`src/rtl/shift_pkg.sv`:
```
// Shared constants for the universal shift register: mode encodings and default width.
package shift_pkg;

  localparam int DEFAULT_WIDTH = 4;

  localparam logic [1:0] MODE_HOLD = 2'b00;
  localparam logic [1:0] MODE_SHR  = 2'b01;
  localparam logic [1:0] MODE_SHL  = 2'b10;
  localparam logic [1:0] MODE_LOAD = 2'b11;

endpackage

```
`src/rtl/shift_word_cnt.sv`:
```
// Wrap counter of completed shifts; raises word_done for one cycle after every WIDTH-th step.
module shift_word_cnt #(
  parameter int WIDTH = 4,
  localparam int CNT_W = $clog2(WIDTH)
) (
  input  logic             clk,
  input  logic             reset,
  input  logic             clear,
  input  logic             step,
  output logic [CNT_W-1:0] cnt,
  output logic             word_done
);

  localparam logic [CNT_W-1:0] LAST = CNT_W'(WIDTH - 1);

  // word_done is a strobe, not a handshake: it is high for exactly the one
  // cycle following the edge that completed a word, with no back-pressure.
  always_ff @(posedge clk) begin
    if (reset || clear) begin
      cnt       <= '0;
      word_done <= 1'b0;
    end else if (step) begin
      if (cnt == LAST) begin
        cnt       <= '0;
        word_done <= 1'b1;
      end else begin
        cnt       <= cnt + CNT_W'(1);
        word_done <= 1'b0;
      end
    end else begin
      word_done <= 1'b0;
    end
  end

endmodule

```
`src/rtl/shift_reg_univ.sv`:
```
// Universal shift register: hold, shift either way, parallel load, preset, with word counting.
module shift_reg_univ
  import shift_pkg::*;
#(
  parameter int WIDTH = DEFAULT_WIDTH,
  localparam int CNT_W = $clog2(WIDTH)
) (
  input  logic             clk,
  input  logic             reset,
  input  logic             set,
  input  logic             en,
  input  logic [1:0]       mode,
  input  logic             sin_msb,
  input  logic             sin_lsb,
  input  logic [WIDTH-1:0] d_par,
  output logic [WIDTH-1:0] q,
  output logic             sout_lsb,
  output logic             sout_msb,
  output logic [CNT_W-1:0] cnt,
  output logic             word_done
);

  logic is_shift;
  logic is_load;
  logic cnt_clear;

  assign is_shift  = en && ((mode == MODE_SHR) || (mode == MODE_SHL));
  assign is_load   = en && (mode == MODE_LOAD);
  // A preset or load discards any partial word, so both restart the count.
  assign cnt_clear = set || is_load;

  always_ff @(posedge clk) begin
    if (reset) begin
      q <= '0;
    end else if (set) begin
      q <= '1;
    end else if (en) begin
      case (mode)
        MODE_SHR:  q <= {sin_msb, q[WIDTH-1:1]};
        MODE_SHL:  q <= {q[WIDTH-2:0], sin_lsb};
        MODE_LOAD: q <= d_par;
        default:   q <= q;
      endcase
    end
  end

  assign sout_lsb = q[0];
  assign sout_msb = q[WIDTH-1];

  shift_word_cnt #(.WIDTH(WIDTH)) u_word_cnt (
    .clk       (clk),
    .reset     (reset),
    .clear     (cnt_clear),
    .step      (is_shift),
    .cnt       (cnt),
    .word_done (word_done)
  );

endmodule
```
`config.mk`:
```
export PLATFORM = sky130hd
export DESIGN_NAME = shift_reg_univ
export DESIGN_NICKNAME = d
export VERILOG_FILES = /design/src/rtl/shift_pkg.sv /design/src/rtl/shift_word_cnt.sv /design/src/rtl/shift_reg_univ.sv
export SDC_FILE = /design/constraint.sdc
export NUM_CORES = 1
export LEC_CHECK = 0
export CAP_MARGIN = 20
export CORE_AREA = 2 2 39 41
export DETAILED_ROUTE_END_ITERATION = 6
export DIE_AREA = 0 0 41 43
export PLACE_DENSITY_LB_ADDON = 0.05
export SLEW_MARGIN = 20
export SYNTH_ARGS = -nofsm -noshare
export SYNTH_HDL_FRONTEND = slang
export SYNTH_HIERARCHICAL = 1
export SYNTH_SLANG_ARGS = --single-unit
```
`constraint.sdc`:
```
create_clock -name clk -period 2 [get_ports clk]
set_input_delay 0.3 -clock clk [delete_from_list [all_inputs] [get_ports clk]]
set_output_delay 0.3 -clock clk [all_outputs]
set_load 0.01 [all_outputs]
```
Word-level counts from Yosys, hierarchy flattened. Cells that the tools add are included.

Add/subtract/negate cells: 1. Equality and inequality tests: 4. Multiplexer cells: 5. Bitwise logic cells: 1. Reduce and logical (&&, ||, !) cells: 9.

Operators by type and width (count): $pmux W4 S3 (1); $mux W4 (2); $eq A2 B2 Y1 const B (3); $reduce_bool A4 Y1 (1); $logic_or A1 B1 Y1 (3); $add A2 B1 Y2 const B (1); $eq A2 B1 Y1 const B (1); $logic_and A1 B1 Y1 (2); $mux W2 (1); $reduce_and A2 Y1 (1); $reduce_bool A2 Y1 (1); $reduce_or A2 Y1 (1); $mux W1 (1); $not A1 Y1 (1).

Flip-flop bits (word level): 7. Input port bits: 12. Logic and storage cells: 23.

Depth between registers and ports, before layout.
Word-level depth: 5. Mapped depth: 5. Depth with buffers taken out: 5.

Modules after synthesis. The synthesis kept the hierarchy.

Modules (own cells, without submodules): shift_reg_univ (times used 1, cells an instance 32, area each 290.3 µm², seq. area each 80.1 µm²); shift_word_cnt (times used 1, cells an instance 11, area each 123.9 µm², seq. area each 60.1 µm²).

Worst setup path before layout. OpenSTA, ideal clock, no wires.

Path kind: input port to flip-flop. From: input port mode[0]. To: register u_word_cnt.cnt[0]. Library setup time: 79 ps. Arrival: 1328 ps. Path slack: 593 ps. Stages on the path: 5. Cell sequence: inv_1 > ha_1 > nor2b_1 > or3b_1 > a211oi_2.

RTL lines: from (decl) (line shift_reg_univ.sv:12) `input logic [1:0] mode,`; $eq A2 B1 Y1 / $eq A2 B2 Y1 (equally long branches) (line shift_reg_univ.sv:27) `assign is_shift = en && ((mode == MODE_SHR) || (mode == MODE_SHL));`; $logic_or A1 B1 Y1 (*) (line shift_reg_univ.sv:27); $logic_and A1 B1 Y1 (*) (line shift_reg_univ.sv:27); named net is_shift (line shift_reg_univ.sv:23) `logic is_shift;`; to (signal assigned) (line shift_word_cnt.sv:27) `cnt <= cnt + CNT_W'(1);`; to (decl) (line shift_word_cnt.sv:10) `output logic [CNT_W-1:0] cnt,`.

The timed path passes the listed nets; every way through them passes the cells marked *. A chain may end at the register's enable or synchronous reset.

Final worst setup path. Ends and elaborated chain as after synthesis.

==> out/qor.yml <==
pwr:
  p_switching_uw: 100.8
  sequentialPowerShare: 0.407
  internal-power_uw: 288.7
  p_sw_frac: 0.2587
  powerDensity_mw_per_mm2: 589.5
  ir_drop_mv: 0.1586
  p_leak_nw: 0.2634
  combPwrFrac: 0.265
  clkPwrFrac: 0.328
grt:
  grt_pass1_wl_um: 1490
  grt-busiest-layer: "met2"
  use_met3: 0.01571
  overflow: 0
  use_met1: 0.1635
  grt_use_total: 0.1234
  grt_pass1_vias: 353
  antenna_found_initial: 0
  grt_max_degree: 8
  gr-usage-met2: 0.1781
place:
  gp_congestion: 0.7072
  place_ws_ps: 93.11
  dp_hpwl_um: 737
  place_area_um2: 634.4
  io_buffers: 20
drt:
  postRouteAntennaNets: 0
  drt-pass1-iter-count: 3
  via_per_inst: 4.759
  drt_wl_total_um: 883
  drt_iter0_markers: 3
  post-route-drc-count: 0
  vias: 395
  routedWlPerCell_um: 10.64
finish:
  design_area_um2: 660.6
  drive_above_1_share: 0.1642
  diodes: 0
  nets: 84
  areaGrowthSynthToFinish_pct: 59.52
clock_tree:
  numCtsBuffers: 3
  htreeDepth: 1
  cts_tree: "built"
  cts_resized: 0
  clock_sinks: 7
  cts_setup_buffers: 0
  cts-root-buf: "clkbuf_4"
  hold_buffers: 0
  clkLatencyLatePin_ps: 250
  clk_pin_slew_worst_paths_ps: 50
  clock_path_buffers: 2
timing:
  period_share: 0.8235
  finalHoldViolCount: 0
  drv_slew: 0
  grt_setup_unrepaired: "no"
  fin_skew_ps: 0.08041
  setup_viol: 0
  fin_tns_setup_ps: 0
  timing.hold.ws_ps: 532.2
  relSlewSlack: 0.8129
  final.min_clock_period_ps: 1647
  fin_ws_ps: 353.0
  tightestPinTransition_ps: 279.7
  max_freq_mhz: 607.2
floorplanning:
  die_area_mm2: 0.001763
  start_util: 0.2993
  core_mm2: 0.001384
  die_w_um: 41
  num_rows: 14
  chipHeight_um: 43
  num_io_pins: 21
setup_path:
  worstSetupEndpointType: "flip-flop"
  crit_chain: "clkdlybuf4s50_1, inv_1, ha_1, nor2b_1, or3b_1, a211oi_2"
  cp_max_fo: 3
  cp-start-kind: "input port"
  cp.required_ps: 2180
  cp.arrival_ps: 1820
  slowest_stage: "clkdlybuf4s50_1"
  critical-path-max-stage-delay_ps: 510
  worstSetupPathType: "input port to flip-flop"
yosys:
  synth_nets: 59
  synth_top_area_share: 0.3384
  ys_ff_latch: 7
  synth_area_leaders: "dfxtp_1 (34%), ha_1 (12%), a22o_2 (9.7%)"
  synth_enable_flop_cells: 0
  yosysTopAreaCell: "dfxtp_1"
  synthMuxAreaShare: 0.02417
  yosysWarnings: 6
  synthSimpleGateAreaFrac: 0.1752
  ys_async_sr_fraction: 0
  synth_common_cells: "dfxtp_1 (7), nor3_1 (6)"
  synth_xor_area_frac: 0
  synth-compound-area-share: 0.2870
  syn-cell-area_um2: 414.1
  synth_area_per_cell_um2: 9.631
  synthAdderAreaFrac: 0.1208
  ys.flop_type: "dfxtp_1"
  synth_cell_types: 18
  ys_seq_area_frac: 0.3384
  synth_top_family_by_area: "compound AO/OA/AOI/OAI gates"
  syn_inst: 43
  yosysMostFrequentCell: "dfxtp_1"
flow_run:
  max_cap_violations: 0
hold_path:
  worstHoldPathType: "flip-flop to flip-flop"
run_status:
  status: "finished clean"
cell type report:
type	count	area [um^2]
clock buffer	4	26.28
fill	148	723.2
inverter	2	7.507
multi-input combinational	32	251.5
sequential	7	140.1
tap	16	20.02
timing repair buffer	22	215.2
layer usage:
layer  routed length, um  part of all wire  vias to the layer above
li1                    -                 -                      208
met3                  54             0.061                        0
met4                   0                 0                        0
met1                 431              0.49                      172
met5                   0                 0                        -
met2                 397              0.45                       15
worst paths after layout:
path | start | endpoint | depth (start not counted) | slack, ps
max | mode[0] | u_word_cnt/cnt[0] | 6 | 350
min | u_word_cnt/cnt[0] | u_word_cnt/cnt[0] | 2 | 530
max reg2reg | u_word_cnt/cnt[0] | u_word_cnt/cnt[0] | 3 | 840
min reg2reg | u_word_cnt/cnt[0] | u_word_cnt/cnt[0] | 2 | 530
per-stage QoR:
| step | total power [mW] | util | std cells |
|---|---|---|---|
| final | 0.3895 | 0.4774 | 83 |
| after global routing | 0.4115 | 0.4774 | 83 |
| after CTS | 0.3950 | 0.4774 | 83 |
| after detailed placement | 0.2650 | 0.4584 | 79 |
| after global placement | 0.2660 | 0.4584 | 79 |
| after floorplan | 0.2084 | - | 43 |
logic make-up (layout without fill, tap and decap cells):
kind of cell | count (synthesis) | count (layout)
multiplexers | 1 | 1
AND/OR/NAND/NOR | 12 | 12
AO/OA/AOI/OAI | 15 | 15
flip-flops | 7 | 7
adder cells (fa/ha/maj) | 4 | 4
buffers and inverters | 4 | 28
state kept, by name, indices dropped and copies added, names as in the netlist:
name	flops
q	4
u_word_cnt/cnt	2
u_word_cnt/word_done	1
critical path, delay by kind of cell:
family / cells / cell delay, ps
buffers and inverters: 2 / 570
adder cells (fa/ha/maj): 1 / 280
AO/OA/AOI/OAI: 1 / 170
AND/OR/NAND/NOR: 2 / 510
power by group through the flow:
stage	clock network [mW]	logic [mW]	registers (mW)
3_5_place_dp	0	0.104	0.161
5_1_grt	0.138	0.114	0.159
4_1_cts	0.132	0.104	0.158
6_report	0.128	0.103	0.158
2_1_floorplan	0	0.0460	0.162
3_3_place_gp	0	0.104	0.162
cell usage in the layout, fill, tap and decap left out:
cell type / instances
clkdlybuf4s50_1: 20
dfxtp_1: 7
nor3_1: 6
a22o_2: 4
a21oi_1: 4
a211oi_1: 4
ha_1: 4
clkbuf_4: 3
inv_1: 2
buf_4: 2
nor2b_1: 1
a21o_1: 1
o31a_1: 1
nor2b_4: 1
nor2_1: 1
clkbuf_1: 1
mux2i_1: 1
nand2_1: 1
or3b_1: 1
nand2b_1: 1
a211oi_2: 1
No activity file was read; power rests on OpenSTA's default activity.
